`src/rtl/mips16_ctrl_pkg.sv`:
```
// ---------------------------------------------------------------------------
// mips16_ctrl_pkg
//   Shared constants for the multi-cycle 16-bit MIPS control unit:
//   4-bit state encodings, opcode values (IR[15:12]), ALU operation codes,
//   ALU B-operand select codes, PC source codes, and an opcode classifier.
// ---------------------------------------------------------------------------
package mips16_ctrl_pkg;

   // State encodings. The debug port exposes these, so keep them stable.
   localparam logic [3:0] ST_IDLE      = 4'd0;
   localparam logic [3:0] ST_FETCH     = 4'd1;
   localparam logic [3:0] ST_DECODE    = 4'd2;
   localparam logic [3:0] ST_R_EXEC    = 4'd3;
   localparam logic [3:0] ST_R_WB      = 4'd4;
   localparam logic [3:0] ST_I_EXEC    = 4'd5;
   localparam logic [3:0] ST_I_WB      = 4'd6;
   localparam logic [3:0] ST_MEM_ADDR  = 4'd7;
   localparam logic [3:0] ST_MEM_READ  = 4'd8;
   localparam logic [3:0] ST_MEM_WB    = 4'd9;
   localparam logic [3:0] ST_MEM_WRITE = 4'd10;
   localparam logic [3:0] ST_BRANCH    = 4'd11;
   localparam logic [3:0] ST_TRAP      = 4'd12;

   // Opcodes. 0000-0011 and 0111 form the register-register group whose
   // ALU function comes from IR[14:12].
   localparam logic [3:0] OP_R0   = 4'b0000;
   localparam logic [3:0] OP_R1   = 4'b0001;
   localparam logic [3:0] OP_R2   = 4'b0010;
   localparam logic [3:0] OP_R3   = 4'b0011;
   localparam logic [3:0] OP_R7   = 4'b0111;
   localparam logic [3:0] OP_ADDI = 4'b0100;
   localparam logic [3:0] OP_LW   = 4'b0101;
   localparam logic [3:0] OP_SW   = 4'b0110;
   localparam logic [3:0] OP_BEQ  = 4'b1000;

   // alu_op codes
   localparam logic [1:0] ALU_ADD   = 2'b00;
   localparam logic [1:0] ALU_SUB   = 2'b01;
   localparam logic [1:0] ALU_FUNCT = 2'b10;

   // alu_src_b codes
   localparam logic [1:0] SRCB_B    = 2'b00;
   localparam logic [1:0] SRCB_INC  = 2'b01;
   localparam logic [1:0] SRCB_IMM  = 2'b10;
   localparam logic [1:0] SRCB_BOFF = 2'b11;

   // pc_source codes
   localparam logic [1:0] PCSRC_ALU    = 2'b00;
   localparam logic [1:0] PCSRC_ALUOUT = 2'b01;

   typedef enum logic [2:0] {
      CLS_R,
      CLS_I,
      CLS_LW,
      CLS_SW,
      CLS_BEQ,
      CLS_ILLEGAL
   } op_class_t;

   function automatic op_class_t op_class(input logic [3:0] op);
      op_class_t cls;
      cls = CLS_ILLEGAL;
      if (op == OP_R0 || op == OP_R1 || op == OP_R2 || op == OP_R3 || op == OP_R7)
         cls = CLS_R;
      else if (op == OP_ADDI)
         cls = CLS_I;
      else if (op == OP_LW)
         cls = CLS_LW;
      else if (op == OP_SW)
         cls = CLS_SW;
      else if (op == OP_BEQ)
         cls = CLS_BEQ;
      return cls;
   endfunction

endpackage

```
`src/rtl/mem_wait_timer.sv`:
```
// ---------------------------------------------------------------------------
// mem_wait_timer
//   Counts cycles a memory request has waited for mem_ready and flags a
//   timeout when the count has reached WAIT_LIMIT with still no ready.
//   WAIT_LIMIT = 0 disables the timeout (counter simply saturates).
// Ports:
//   clock      in  system clock
//   reset_n    in  synchronous active-low reset
//   clear      in  restart count (state is changing)
//   active     in  a memory request is outstanding this cycle
//   mem_ready  in  memory completes the request this cycle
//   timeout    out request has expired this cycle (combinational)
// ---------------------------------------------------------------------------
module mem_wait_timer #(
   parameter int WAIT_LIMIT = 8
) (
   input  logic clock,
   input  logic reset_n,
   input  logic clear,
   input  logic active,
   input  logic mem_ready,
   output logic timeout
);

   localparam int CW = (WAIT_LIMIT < 2) ? 1 : $clog2(WAIT_LIMIT + 1);
   // With the timeout disabled the counter parks at all-ones instead.
   localparam logic [CW-1:0] SAT = (WAIT_LIMIT == 0) ? '1 : CW'(WAIT_LIMIT);

   logic [CW-1:0] count;

   always_ff @(posedge clock) begin
      if (!reset_n)
         count <= '0;
      else if (clear)
         count <= '0;
      else if (active && !mem_ready && count != SAT)
         count <= count + CW'(1);
   end

   // Ready in the same cycle the limit is reached takes priority.
   assign timeout = (WAIT_LIMIT != 0) && active && !mem_ready && (count == SAT);

endmodule

```
`src/rtl/multicycle_control.sv`:
```
// ---------------------------------------------------------------------------
// multicycle_control
//   Control FSM for the multi-cycle 16-bit MIPS datapath. Decodes IR[15:12]
//   and sequences PC/IR/register-file/ALU-mux/memory strobes one step per
//   cycle, handshaking with the unified memory port and timing out stalled
//   requests.
// Configuration macro:
//   MC_ILLEGAL_TRAP_EN  defined: illegal opcode enters TRAP (trap=1, all
//                       strobes 0, left only by reset). Undefined: illegal
//                       opcode is a NOP that completes in DECODE.
// Parameters:
//   WAIT_LIMIT     max wait cycles per memory request; 0 = no timeout
// Ports:
//   clock, reset_n               clock, synchronous active-low reset
//   run                          execute enable, sampled at boundaries
//   opcode, zero, mem_ready      IR[15:12], ALU zero flag, memory done
//   mem_rd, mem_wr, iord         memory request strobes / address select
//   ir_write, pc_write,
//   pc_write_cond, pc_source     IR / PC load controls
//   reg_dst, reg_write,
//   mem_to_reg                   register-file write controls
//   alu_src_a, alu_src_b, alu_op ALU operand / operation selects
//   instr_done, bus_err          completion pulse, timeout pulse
//   state                        current state (debug)
//   trap                         (macro only) stuck on illegal opcode
// ---------------------------------------------------------------------------
module multicycle_control
   import mips16_ctrl_pkg::*;
#(
   parameter int WAIT_LIMIT = 8
) (
   input  logic       clock,
   input  logic       reset_n,
   input  logic       run,
   input  logic [3:0] opcode,
   input  logic       zero,
   input  logic       mem_ready,
   output logic       mem_rd,
   output logic       mem_wr,
   output logic       iord,
   output logic       ir_write,
   output logic       pc_write,
   output logic       pc_write_cond,
   output logic [1:0] pc_source,
   output logic       reg_dst,
   output logic       reg_write,
   output logic       mem_to_reg,
   output logic       alu_src_a,
   output logic [1:0] alu_src_b,
   output logic [1:0] alu_op,
   output logic       instr_done,
   output logic       bus_err,
   output logic [3:0] state
`ifdef MC_ILLEGAL_TRAP_EN
   ,
   output logic       trap
`endif
);

   logic [3:0] next_state;
   logic [3:0] boundary_next;
   logic       req_active;
   logic       timeout;
   op_class_t  cls;

   // The branch decision (zero) is folded into the PC enable by the
   // datapath; the FSM raises pc_write_cond regardless of the flag.
   logic unused_zero;
   assign unused_zero = zero;

   assign cls           = op_class(opcode);
   assign boundary_next = run ? ST_FETCH : ST_IDLE;
   assign req_active    = (state == ST_FETCH) || (state == ST_MEM_READ) ||
                          (state == ST_MEM_WRITE);

   mem_wait_timer #(
      .WAIT_LIMIT (WAIT_LIMIT)
   ) u_timer (
      .clock     (clock),
      .reset_n   (reset_n),
      .clear     (next_state != state),
      .active    (req_active),
      .mem_ready (mem_ready),
      .timeout   (timeout)
   );

   // NOTE: registered state uses non-blocking assignment so every flop
   // samples pre-edge values regardless of block ordering.
   always_ff @(posedge clock) begin
      if (!reset_n)
         state <= ST_IDLE;
      else
         state <= next_state;
   end

   always_comb begin
      next_state = state;
      case (state)
         ST_IDLE:      if (run) next_state = ST_FETCH;
         ST_FETCH: begin
            if (mem_ready)    next_state = ST_DECODE;
            else if (timeout) next_state = ST_IDLE;
         end
         ST_DECODE: begin
            case (cls)
               CLS_R:        next_state = ST_R_EXEC;
               CLS_I:        next_state = ST_I_EXEC;
               CLS_LW,
               CLS_SW:       next_state = ST_MEM_ADDR;
               CLS_BEQ:      next_state = ST_BRANCH;
`ifdef MC_ILLEGAL_TRAP_EN
               default:      next_state = ST_TRAP;
`else
               default:      next_state = boundary_next;
`endif
            endcase
         end
         ST_R_EXEC:    next_state = ST_R_WB;
         ST_I_EXEC:    next_state = ST_I_WB;
         ST_MEM_ADDR:  next_state = (cls == CLS_LW) ? ST_MEM_READ : ST_MEM_WRITE;
         ST_MEM_READ: begin
            if (mem_ready)    next_state = ST_MEM_WB;
            else if (timeout) next_state = ST_IDLE;
         end
         ST_MEM_WRITE: begin
            if (mem_ready)    next_state = boundary_next;
            else if (timeout) next_state = ST_IDLE;
         end
         ST_R_WB,
         ST_I_WB,
         ST_MEM_WB,
         ST_BRANCH:    next_state = boundary_next;
         ST_TRAP:      next_state = ST_TRAP;
         default:      next_state = ST_IDLE;
      endcase
   end

   // Outputs follow the state; the reset_n gate keeps every strobe low in
   // the reset cycle itself, so a pending request is dropped immediately.
   always_comb begin
      // NOTE: every output gets a default before the case so no path through
      // the block leaves a signal unassigned (which would infer a latch).
      mem_rd        = 1'b0;
      mem_wr        = 1'b0;
      iord          = 1'b0;
      ir_write      = 1'b0;
      pc_write      = 1'b0;
      pc_write_cond = 1'b0;
      pc_source     = PCSRC_ALU;
      reg_dst       = 1'b0;
      reg_write     = 1'b0;
      mem_to_reg    = 1'b0;
      alu_src_a     = 1'b0;
      alu_src_b     = SRCB_B;
      alu_op        = ALU_ADD;
      instr_done    = 1'b0;
      bus_err       = 1'b0;
`ifdef MC_ILLEGAL_TRAP_EN
      trap          = 1'b0;
`endif
      if (reset_n) begin
         case (state)
            ST_FETCH: begin
               mem_rd    = !timeout;
               alu_src_b = SRCB_INC;
               ir_write  = mem_ready;
               pc_write  = mem_ready;
               bus_err   = timeout;
            end
            ST_DECODE: begin
               alu_src_b = SRCB_BOFF;
`ifndef MC_ILLEGAL_TRAP_EN
               instr_done = (cls == CLS_ILLEGAL);
`endif
            end
            ST_R_EXEC: begin
               alu_src_a = 1'b1;
               alu_op    = ALU_FUNCT;
            end
            ST_R_WB: begin
               reg_dst    = 1'b1;
               reg_write  = 1'b1;
               instr_done = 1'b1;
            end
            ST_I_EXEC,
            ST_MEM_ADDR: begin
               alu_src_a = 1'b1;
               alu_src_b = SRCB_IMM;
            end
            ST_I_WB: begin
               reg_write  = 1'b1;
               instr_done = 1'b1;
            end
            ST_MEM_READ: begin
               mem_rd  = !timeout;
               iord    = 1'b1;
               bus_err = timeout;
            end
            ST_MEM_WB: begin
               mem_to_reg = 1'b1;
               reg_write  = 1'b1;
               instr_done = 1'b1;
            end
            ST_MEM_WRITE: begin
               mem_wr     = !timeout;
               iord       = 1'b1;
               instr_done = mem_ready;
               bus_err    = timeout;
            end
            ST_BRANCH: begin
               alu_src_a     = 1'b1;
               alu_op        = ALU_SUB;
               pc_write_cond = 1'b1;
               pc_source     = PCSRC_ALUOUT;
               instr_done    = 1'b1;
            end
`ifdef MC_ILLEGAL_TRAP_EN
            ST_TRAP:  trap = 1'b1;
`endif
            default: ;
         endcase
      end
   end

endmodule
```
`config.mk`:
```
export PLATFORM = sky130hd
export DESIGN_NAME = multicycle_control
export DESIGN_NICKNAME = d
export VERILOG_FILES = /design/src/rtl/mips16_ctrl_pkg.sv /design/src/rtl/mem_wait_timer.sv /design/src/rtl/multicycle_control.sv
export SDC_FILE = /design/constraint.sdc
export NUM_CORES = 1
export LEC_CHECK = 0
export BUFFER_PORTS_ARGS = -buffer_cell sky130_fd_sc_hd__buf_2
export CAP_MARGIN = 20
export CORE_UTILIZATION = 45
export DETAILED_ROUTE_END_ITERATION = 8
export PLACE_DENSITY = 0.73
export SLEW_MARGIN = 20
export SYNTH_ARGS = -nofsm -noshare
export SYNTH_HDL_FRONTEND = slang
export SYNTH_HIERARCHICAL = 1
export SYNTH_SLANG_ARGS = --single-unit
```
`constraint.sdc`:
```
create_clock -name clock -period 8.2 [get_ports clock]
set_input_delay 2.46 -clock clock [delete_from_list [all_inputs] [get_ports clock]]
set_output_delay 2.46 -clock clock [all_outputs]
set_load 0.005 [all_outputs]
```
# Word-level counts from Yosys, hierarchy flattened
# Cells that the tools add are included.
# word_totals
regBits	8
word_cells	97
out_inout_bits	22
input_bits	9
# op_classes
n_bitwise	1
n_addsub	1
n_eq_ne	28
n_reduce_logical	23
n_mux	42
# op_table
op	count
4-bit one-hot mux with 10 select lines	1
4-bit by 3-bit equality test with 1-bit output (second input constant)	8
4-bit equality test (second input constant)	7
1-bit two-way mux	25
4-bit two-way mux	5
4-bit by 2-bit equality test with 1-bit output (second input constant)	4
4-bit one-hot mux with 4 select lines	1
3-bit two-way mux	4
2-bit OR reduction	5
4-bit by 1-bit equality test with 1-bit output (second input constant)	2
4-bit logical NOT	2
4-bit OR reduction	2
3-bit by 2-bit equality test with 1-bit output (second input constant)	2
3-bit equality test (second input constant)	2
1-bit logical OR	6
2-bit two-way mux	3
2-bit one-hot mux with 3 select lines	1
3-bit OR reduction	2
4-bit by 1-bit adder with 4-bit output (second input constant)	1
4-bit != test	1
4-bit != test (second input constant)	1
2-bit one-hot mux with 2 select lines	1
3-bit by 1-bit equality test with 1-bit output (second input constant)	1
1-bit logical AND	3
4 further kinds	5

# Logic depth before layout (Yosys ltp)
# depth
ltp_word	12
depth_mapped	13

# Cells and area by module
# Netlist, hierarchy kept.
# by_module_without_submodules
mod	cells_each	n_inst	area_each_um2	seq_area_each_um2
multicycle_control	100	1	689.4	80.1
mem_wait_timer	27	1	232.7	80.1

# Least setup slack after synthesis
# OpenSTA, ideal clock, no wires.
# synth_path
path_type	input-to-output
startpoint	input port mem_ready
endpoint	output port mem_rd
arrival_ns	3.468
path_stages	4
path_slack_ns	2.272
cell_sequence	nand2b_1 -> nor2b_1 -> or4b_2 -> a21oi_1
# synth_between
elab_chain_len	6
# synth_rtl
item	line	text
from (decl)	multicycle_control.sv:37	input logic mem_ready,
1-bit logical NOT	mem_wait_timer.sv:41	assign timeout = (WAIT_LIMIT != 0) && active && !mem_ready && (count == SAT);
1-bit logical AND (2 in series)	mem_wait_timer.sv:41	
via timeout	multicycle_control.sv:63	logic timeout;
1-bit logical NOT	multicycle_control.sv:164, multicycle_control.sv:195	
1-bit two-way mux	-	
1-bit two-way mux	multicycle_control.sv:161	if (reset_n) begin
to (decl)	multicycle_control.sv:38	output logic mem_rd,
# The timed path passes the listed nets, and every way through them passes these cells.

# Final worst setup path
# Same ends and word-level chain as after synthesis.

==> run_results.csv <==
group,metric,value,unit
status,status,"complete, no violations",
floorplan,die_y,47.27,um
grt,use_met2,29.32,%
synth,synthArstFlopShare,0,%
grt,antenna_found_initial,0,
setup_path,cp_num_buf_inv,2,
cts,cts_tree,"built",
grt,busiest_layer,"met2",
synth,synthAdderAreaFrac,2.714,%
placed_design,place.port_buffers,28,
timing,finClkSkew,0.007250,ns
setup_path,reg2reg_from,"state[0]",
synth,synthXorXnorAreaFrac,1.900,%
synth,synth_edf_count,0,
placed_design,dp_hpwl,1435,um
synth,synth.avg_cell_area,7.261,um2
synth,synth-simple-area-share,40.43,%
cts,cts-resized-gates,0,
layout,drive_above_1_share,28.28,%
setup_path,path_depth,6,
floorplan,die_w,47.27,um
drt,drtPass1Iterations,4,
layout,n_fill_cell,189,
grt,grt_use_total,18.98,%
setup_path,cp_top_family,"simple AND/OR/NAND/NOR gates",
synth,synth_compound_area_share,25.24,%
setup_path,critPathLaunch,"mem_ready",
grt,grt_overflow,0,
drt,vias_per_cell,5.628,
synth,synth_seq_cells,8,
timing,worstMarginPinSlew,0.8596,ns
setup_path,r2r_end,"u_timer/count[1]",
synth,syn_inst,127,
layout,antenna_cells,0,
synth,netlist_area,922.1,um2
setup_path,path_cells,"buf_2 -> nand2b_1 -> nor2b_1 -> or4b_2 -> a21oi_1 -> buf_2",
drt,routed_wl,1970,um
cts,cts_buffers,3,
setup_path,reg2reg_depth,12,
layout,final_common_cell,"buf_2",
floorplan,die_area,0.002234,mm2
setup_path,worstSetupPathType,"in2out",
drt,drcViolationCount,0,
floorplan,rows,16,
timing,setup_tns,0,ns
placed_design,place.gp.congestion,0.7462,
setup_path,reg2reg_setup_slack,4.74,ns
setup_path,crit_path_end,"mem_rd",
drt,drt_iter0_markers,27,
power,vdd_drop_max,0.07262,mV
cts,clock-root-buffer,"clkbuf_4",
cts,post_cts_buffers,0,
grt,grt_pass1_wl,3118,um
timing,rsz0062_at_grt,"false",
drt,antenna_left,0,
drt,via_count,968,
cts,cts_max_path_buffers,2,
synth,synth_cell_types,48,
job,drv_cap,0,
layout,layout_common_cells,"buf_2, a21oi_1, nand2b_1, nand2_1, dfxtp_1",
grt,grt_pass1_vias,697,
synth,synth_flop_cell,"dfxtp_1",
grt,grt_max_degree,29,
cts,cts.sinks,8,
cts,hold_buffers,0,
setup_path,crit_top_cell,"buf_2",
timing,period_share,76.59,%
power,leakage,0.4529,nW
setup_path,cp_max_fo,7,
setup_path,critPathLaunchType,"input pin",
grt,grt_use_met1,27.27,%
drt,wl_per_cell,11.45,um
setup_path,crit_slowest_cell,"or4b_2",
grt,grt_use_met3,5.000,%
timing,slew_headroom,42.62,%
synth,synth.area.mux_share,2.307,%
setup_path,cp-end-kind,"output port",
timing,hold_viol,0,
layout,area_growth,13.30,%
cts,htree_num_levels,1,
floorplan,io_pins,31,
synth,synthesis.nets,138,
synth,synth_top_cell_by_area,"dfxtp_1",
power,power-per-cell-area,94.98,mW/mm2
synth,ys_seq_area_share,17.37,%
timing,fin_crit,6.280,ns
timing,fmax,0.1592,GHz
synth,synthTopCellsByArea,"dfxtp_1, nand2b_1, a21oi_1",
cts,clk_pin_slew,0.05,ns
floorplan,initial_core_util,47.49,%
timing,setup_viol,0,
power,total_power,0.09923,mW
cts,clk_latency,0.25,ns
floorplan,core_area,0.001942,mm2
setup_path,worstPathRequired,5.74,ns
timing,maxSlewViolCount,0,
layout,final_nets,158,
setup_path,slowest_delay,0.62,ns
setup_path,crit_arrival,3.82,ns
synth,ys_warn_count,6,
synth,synth_top_area_share,17.37,%
synth,synth_top_family_by_area,"simple AND/OR/NAND/NOR gates",
min_path,min_path_type,"reg2reg",
-- flip-flops by register name, indices dropped and copies added (netlist names) --
signal / cells
state: 4
u_timer/count: 4
-- routing by layer --
metal	wire length, um	up-vias
met5	0	-
met4	0	0
met3	115	0
met2	939	29
met1	916	443
li1	-	496
-- final cells by class --
class | count | area (um2) | area share (%)
Multi-Input combinational cell | 102 | 673.1 | 64.43
Sequential cell | 8 | 160.2 | 15.33
Timing Repair Buffer | 28 | 140.1 | 13.41
Tap cell | 27 | 33.78 | 3.234
Inverter | 4 | 15.01 | 1.437
Clock buffer | 3 | 22.52 | 2.156
-- tightest hold or removal path: cells and delay by family, from the launching register on --
kind / cells / cell delay, ns
flops: 1 / 0.33
compound gates: 2 / 0.14
-- worst min-delay path by stage --
stage / from / endpoint / slack [ns] / depth (start not counted)
after floorplan: u_timer/count[3] / u_timer/count[3] / 0.47 / 2
after global placement: u_timer/count[3] / u_timer/count[3] / 0.49 / 2
after detailed placement: u_timer/count[3] / u_timer/count[3] / 0.51 / 2
after CTS: u_timer/count[3] / u_timer/count[3] / 0.52 / 2
after global routing: u_timer/count[3] / u_timer/count[3] / 0.55 / 2
final: u_timer/count[3] / u_timer/count[3] / 0.52 / 2
-- cells in the mapped netlist, types with 2 or more instances --
master	number
nand3_1	2
o21ai_0	6
buf_2	5
buf_4	5
nand2b_1	10
dfxtp_1	8
inv_1	4
nand3b_1	6
a21oi_1	12
nand4b_1	2
or3_1	3
nor2b_1	4
nand2_1	10
nor3_1	5
a21o_1	2
nor2_1	7
clkbuf_1	2
and2_1	3
ha_1	2
-- kinds of logic after synthesis --
logic type | count (synthesis)
flip-flops | 8
AND/OR/NAND/NOR | 61
other | 1
AO/OA/AOI/OAI | 34
buffers and inverters | 17
multiplexers | 2
XOR/XNOR | 2
adder cells (fa/ha/maj) | 2
-- power breakdown --
| part | switching (mW) | total (mW) | internal, mW |
|---|---|---|---|
| combinational | 0.0127 | 0.0252 | 0.0125 |
| clock | 0.0124 | 0.0291 | 0.0167 |
| sequential | 0.00504 | 0.0449 | 0.0399 |
-- metrics by stage --
step	area, um2	setup slack [ns]	instances	util (%)	hold slack [ns]
after floorplan	922.1	2.272	127	-	0.4716
after global placement	1022	1.937	169	52.64	0.4941
after detailed placement	1022	1.933	169	52.64	0.5080
after CTS	1045	1.925	172	53.80	0.5159
after global routing	1045	1.814	172	53.80	0.5476
final	1045	1.920	172	53.80	0.5211
No activity file was read; power rests on OpenSTA's default activity.
